File: src/rtl/cpa_pipe.sv
// Pipelined carry-propagate adder/subtractor with a valid/ready stream interface.
// Each stage adds one WIDTH/STAGES-bit segment; the carry and the operands travel stage to stage.
module cpa_pipe #(
    parameter int unsigned WIDTH  = 16,
    parameter int unsigned STAGES = 4
) (
    input  logic             clk,
    input  logic             reset,
    input  logic             in_valid,
    output logic             in_ready,
    input  logic [WIDTH-1:0] a,
    input  logic [WIDTH-1:0] b,
    input  logic             cin,
    input  logic             op,
    output logic             out_valid,
    input  logic             out_ready,
    output logic [WIDTH-1:0] sum,
    output logic             cout,
    output logic             overflow
);

    localparam int unsigned SW = WIDTH / STAGES;

    // Rank k holds sum bits below segment k and operand bits from segment k upward.
    logic [STAGES-1:0] v_q;
    logic [WIDTH-1:0]  w_q [STAGES];
    logic [WIDTH-1:0]  b_q [STAGES];
    logic [STAGES-1:0] c_q;

    logic              out_valid_q;
    logic [WIDTH-1:0]  sum_q;
    logic              cout_q;
    logic              ovf_q;

    logic [WIDTH-1:0]  nxt_w [STAGES];
    logic [STAGES-1:0] nxt_c;
    logic [SW:0]       seg;
    logic              msb_c;
    logic              stall;

    assign stall     = out_valid_q && !out_ready;
    assign in_ready  = !stall;
    assign out_valid = out_valid_q;
    assign sum       = sum_q;
    assign cout      = cout_q;
    assign overflow  = ovf_q;

    always_comb begin
        seg   = '0;
        nxt_c = '0;
        for (int k = 0; k < STAGES; k++) begin
            seg = {1'b0, w_q[k][k*SW +: SW]} + {1'b0, b_q[k][k*SW +: SW]}
                + {{SW{1'b0}}, c_q[k]};
            nxt_w[k]             = w_q[k];
            nxt_w[k][k*SW +: SW] = seg[SW-1:0];
            nxt_c[k]             = seg[SW];
        end
        // Carry into the MSB recovered from the MSB's own sum bit.
        msb_c = w_q[STAGES-1][WIDTH-1] ^ b_q[STAGES-1][WIDTH-1] ^ nxt_w[STAGES-1][WIDTH-1];
    end

    always_ff @(posedge clk) begin
        if (reset) begin
            v_q         <= '0;
            out_valid_q <= 1'b0;
            sum_q       <= '0;
            cout_q      <= 1'b0;
            ovf_q       <= 1'b0;
        end else if (!stall) begin
            v_q[0] <= in_valid;
            for (int k = 1; k < STAGES; k++) begin
                v_q[k] <= v_q[k-1];
            end
            out_valid_q <= v_q[STAGES-1];
            if (v_q[STAGES-1]) begin
                sum_q  <= nxt_w[STAGES-1];
                cout_q <= nxt_c[STAGES-1];
                ovf_q  <= msb_c ^ nxt_c[STAGES-1];
            end
        end
    end

    // Datapath ranks need no reset; only valid beats load them.
    always_ff @(posedge clk) begin
        if (!stall) begin
            if (in_valid) begin
                w_q[0] <= a;
                b_q[0] <= op ? ~b : b;
                c_q[0] <= op | cin;
            end
            for (int k = 0; k < STAGES - 1; k++) begin
                if (v_q[k]) begin
                    w_q[k+1] <= nxt_w[k];
                    b_q[k+1] <= b_q[k];
                    c_q[k+1] <= nxt_c[k];
                end
            end
        end
    end

endmodule

File: config.mk
export PLATFORM = sky130hd
export DESIGN_NAME = cpa_pipe
export DESIGN_NICKNAME = d
export VERILOG_FILES = /design/src/rtl/cpa_pipe.sv
export SDC_FILE = /design/constraint.sdc
export NUM_CORES = 1
export LEC_CHECK = 0
export CAP_MARGIN = 20
export CORE_MARGIN = 4
export CORE_UTILIZATION = 33
export DETAILED_ROUTE_END_ITERATION = 16
export GPL_TIMING_DRIVEN = 0
export PLACE_DENSITY_LB_ADDON = 0.15
export SLEW_MARGIN = 20
export SYNTH_ARGS = -nofsm -noshare
export SYNTH_HDL_FRONTEND = slang
export SYNTH_SLANG_ARGS = --single-unit
File: constraint.sdc
create_clock -name clk -period 1.9 [get_ports clk]
set_clock_uncertainty 0.15 [all_clocks]
set_input_delay 0.38 -clock clk [delete_from_list [all_inputs] [get_ports clk]]
set_output_delay 0.38 -clock clk [all_outputs]
set_load 0.1 [all_outputs]
Yosys cells after proc, flatten, opt, wreduce, memory -nomap -nowiden
Memory sizes are Yosys's and may differ from the RTL's.
Cells that the tools add are included.
{"block": "classes", "n_addsub": 8, "muxes": 13, "bitwise": 6, "reduce_logical": 8}
{"cell": "adder 4 x 4 -> 5 bit", "count": 4}
{"cell": "adder 5 x 1 -> 5 bit", "count": 4}
{"cell": "two-way mux 16 bit", "count": 1}
{"cell": "inverter 16 bit", "count": 1}
{"cell": "two-way mux 1 bit", "count": 12}
{"cell": "AND reduction 2 bit", "count": 5}
{"cell": "bitwise XOR 1 bit", "count": 3}
{"cell": "logical NOT 1 bit", "count": 2}
{"cell": "logical AND 1 bit", "count": 1}
{"cell": "inverter 1 bit", "count": 1}
{"cell": "OR 1 bit", "count": 1}
{"block": "totals", "reg_bits": 27, "ram_bits": 128, "in_bits": 38, "output_inout_bits": 20, "elab_cells": 46, "n_memories": 2}
{"memory": "b_q", "words": 4, "word_bits": 16, "rd": 4, "rd_ports_with_merged_regs": 0, "wr": 4, "line": "27", "source": "logic [WIDTH-1:0] b_q [STAGES];"}
{"memory": "w_q", "words": 4, "word_bits": 16, "rd": 4, "rd_ports_with_merged_regs": 0, "wr": 4, "line": "26", "source": "logic [WIDTH-1:0] w_q [STAGES];"}

Longest topological paths before layout
{"block": "depth", "word_depth": 4, "depth_mapped": 8, "mapped_depth_nobuf": 8}

Worst setup path after synthesis
No wires, ideal clock.
{"block": "synth_timing", "kind": "flip-flop to flip-flop", "startpoint": "reg out_valid_q, in the netlist out_valid", "endpoint": "mem b_q[0][0] (enable)", "setup_time_ns": 0.388, "arrival_ns": 2.121, "required_ns": 1.362, "slack_ns": -0.758, "stages_incl_launch_ff": 5, "n_path_buf": 0, "synth_period_minus_slack_ns": 2.658, "cell_sequence": "dfxtp_1 > nor2b_4 > inv_2 > nand2_1 > inv_1"}
{"item": "from (decl)", "line": "30", "source": "logic out_valid_q;"}
{"item": "from (signal assigned)", "line": "74", "source": "out_valid_q <= v_q[STAGES-1];"}
{"item": "to (decl)", "line": "27"}

Final worst setup path
{"block": "layout_timing", "startpoint": "in out_ready", "endpoint": "out in_ready"}
{"block": "layout_between", "elab_chain_len": 3}
{"item": "from (decl)", "line": "16", "source": "input logic out_ready,"}
{"item": "logical NOT 1 bit", "line": "41", "source": "assign stall = out_valid_q && !out_ready;"}
{"item": "logical AND 1 bit", "line": "41"}
{"item": "logical NOT 1 bit"}
{"item": "to (decl)", "line": "10", "source": "output logic in_ready,"}
No other way between the ends.

==> impl_metrics.csv <==
group,metric,value,unit
cells_and_area,num_antenna_cells,0,
floorplanning,io_pins,58,
flow_run,maxCapViolations,0,
cells_and_area,final_cell_mix,"edfxtp_1 (108), clkdlybuf4s50_1 (36), nand2_1 (34)",
worst_setup_path,arrival,1420,ps
floorplanning,row_count,43,
outcome,violations,"setup timing",
timing,hold_ws,265.1,ps
floorplanning,die_width,128.7,um
place,dpl.hpwl,4661,um
worst_setup_path,path_cells,"clkdlybuf4s50_1, nor2b_4, inv_8, clkbuf_4",
floorplanning,core,14100,um^2
power_and_ir_drop,swShare,0.2122,
worst_hold_path,hold_path_class,"reg2reg",
worst_setup_path,timing_worst_setup_path_type,"in2out",
place,post-place-ws,-802.3,ps
synth,syn_nets,353,
cells_and_area,layout.cells.most_common,"edfxtp_1",
timing,setup_viol,1,
global_routing,gr-total-overflow,0,
clock_tree,cts_made_buffers,17,
power_and_ir_drop,power.switching,1.487,mW
global_routing,track_usage,0.09755,
clock_tree,path_clk_slew,60,ps
synth,syn_inst,295,
worst_setup_path,startpoint,"out_ready",
power_and_ir_drop,intPower,5.523,mW
worst_setup_path,critPathBufInv,3,
worst_setup_path,cpPeakStageDelay,440,ps
routing,ant_nets,0,
global_routing,antenna_found_initial,0,
clock_tree,root_buffer,"clkbuf_16",
power_and_ir_drop,combPwrFrac,0.052,
clock_tree,cts_tree,"built",
routing,viasPerCell,4.128,
synth,ys_types,26,
routing,drc,0,
timing,tightest_slew,808.9,ps
cells_and_area,nets,434,
timing,fmaxAchievable,512.9,MHz
routing,routed_wl,7250,um
power_and_ir_drop,vdd_drop_max,0.6291,mV
power_and_ir_drop,power_frac_seq,0.469,
place,dp_cells,531,
routing,wl_per_cell,12.74,um
timing,final-hold-violation-count,0,
power_and_ir_drop,p_leak,2.253,nW
routing,drt-pass1-iter-count,4,
routing,vias,2349,
clock_tree,hold_buffers,0,
worst_setup_path,startpoint_type,"primary input",
synth,yosys_warnings,0,
timing,fin_crit,1950,ps
outcome,status,"finished, violations left",
global_routing,grt_max_degree,22,
worst_hold_path,worstHoldStart,"w_q[2][5]",
worst_setup_path,critPathCaptureType,"output port",
place,portBuffers,56,
floorplanning,start_util,0.3413,
power_and_ir_drop,total_power,7.011,mW
synth,postSynthAreaPerCell,16.31,um^2
cells_and_area,drive_above_1_share,0.2108,
synth,synth_area,4811,um^2
power_and_ir_drop,clock_power_share,0.479,
cells_and_area,fillers,1290,
timing,period_share,1.026,
synth,synth-seq-cells,131,
worst_setup_path,r2r_slack,0,ps
global_routing,grt_pass1_wl,12060,um
worst_setup_path,cp_top_family,"buffers and inverters",
worst_setup_path,crit_path_top_delay_cell,"clkdlybuf4s50_1",
clock_tree,cts.path.max_buffers,2,
timing,report.final.slew_viol_count,0,
worst_setup_path,timing.rr.start,"c_q[3]",
synth,seq_area_frac_synth,0.7698,
clock_tree,clock_latency,410,ps
timing,rsz0062_at_grt,"true",
worst_setup_path,crit_required,1370,ps
power_and_ir_drop,p_per_area,1105,nW/um^2
cells_and_area,post-route-util,0.4501,
timing,setup_slack,-49.86,ps
routing,drt_iter0_markers,111,
clock_tree,cts_sinks,131,
timing,slew-limit-headroom,0.4601,
cells_and_area,area_delta_synth_final,31.89,%
floorplanning,dieArea,16570,um^2
place,place.gp.congestion,0.6812,
cells_and_area,layoutNonFillerInstCount,569,
worst_setup_path,critical_path.max_fanout,7,
global_routing,grt_pass1_vias,2438,
floorplanning,die_h,128.7,um
clock_tree,htreeDepth,4,
synth_stat cells:
| master | number | area (um^2) |
|---|---|---|
| nand3b_1 | 2 | 15.01 |
| nand2_1 | 36 | 135.1 |
| a21oi_1 | 22 | 110.1 |
| and2_4 | 1 | 8.760 |
| a211oi_1 | 3 | 22.52 |
| o31ai_1 | 1 | 7.510 |
| dfxtp_1 | 23 | 460.4 |
| buf_4 | 1 | 7.510 |
| clkbuf_1 | 2 | 7.510 |
| a211oi_2 | 1 | 12.51 |
| ha_1 | 12 | 150.1 |
| nor2b_4 | 1 | 13.76 |
| xnor2_1 | 8 | 70.07 |
| xor2_1 | 17 | 148.9 |
| or2_2 | 1 | 6.260 |
| buf_2 | 2 | 10.01 |
| nor2_1 | 6 | 22.52 |
| inv_1 | 24 | 90.09 |
| a21o_1 | 4 | 30.03 |
| inv_2 | 1 | 3.750 |
| buf_6 | 2 | 22.52 |
| o21ai_0 | 3 | 15.01 |
| edfxtp_1 | 108 | 3243 |
| fa_1 | 8 | 160.2 |
| nand2b_1 | 3 | 18.77 |
| nor2b_1 | 3 | 18.77 |
worst paths after layout:
check | depth (start not counted) | end
hold / removal | 0 | w_q[3][5]
setup / recovery | 4 | in_ready
hold reg to reg | 0 | w_q[3][5]
setup reg to reg | 8 | overflow
routing by layer:
layer / share of wire / GRT usage / vias to the layer above
met1: 0.47 / 0.1232 / 1087
li1: - / - / 1196
met5: 0 / 0 / -
met4: 0.021 / 0.04818 / 0
met2: 0.47 / 0.1518 / 53
met3: 0.040 / 0.03113 / 13
layout make-up:
cell class	count	area, um^2	share of cell area
sequential	131	3707	0.5843
multi-input combinational	132	994.7	0.1568
timing repair buffer	59	616.8	0.09722
clock buffer	17	425.4	0.06705
tap	180	225.2	0.03550
clock inverter	15	192.7	0.03037
inverter	25	112.6	0.01775
buffer	7	47.55	0.007494
timing repair inverter	3	22.52	0.003550
kinds of logic after synthesis:
family                     after synthesis  share of synthesized area
and+or+nand+nor                         53                    0.04968
xor gates and xnor gates                25                    0.04551
DFF                                    131                     0.7698
buffers and inverters                   32                    0.02939
AOI/OAI and AO/OA                       34                    0.04109
adders and majority gates               20                    0.06450
state kept, by name, summed over array words and instances, names as in the netlist:
name	cells
b_q	40
c_q	4
cout	1
out_valid	1
overflow	1
sum	16
v_q	4
w_q	64
power groups by stage:
stage / sequential, mW / clock [mW] / combinational, mW
floorplan: 3.38 / 0 / 0.176
detailed placement: 3.35 / 0 / 0.357
CTS: 3.29 / 3.44 / 0.368
global route: 3.30 / 3.58 / 0.408
finish: 3.29 / 3.36 / 0.366
global placement: 3.35 / 0 / 0.352
repair_timing:
item / CTS / global route
gates resized for setup: 69 / 6
cloned: 3 / 0
pin swaps: 3 / 1
setup buffers: 1 / 2
setup endpoints to repair: 108 / 19
per-stage QoR:
| step | area (um^2) | setup TNS (ps) |
|---|---|---|
| final | 6345 | -49.86 |
| after global placement | 5629 | -59460 |
| after detailed placement | 5629 | -60280 |
| after floorplan | 4843 | -7245 |
| after CTS | 6311 | -248.4 |
| after global routing | 6345 | -212.7 |
Power figures use the tool's default switching activity.
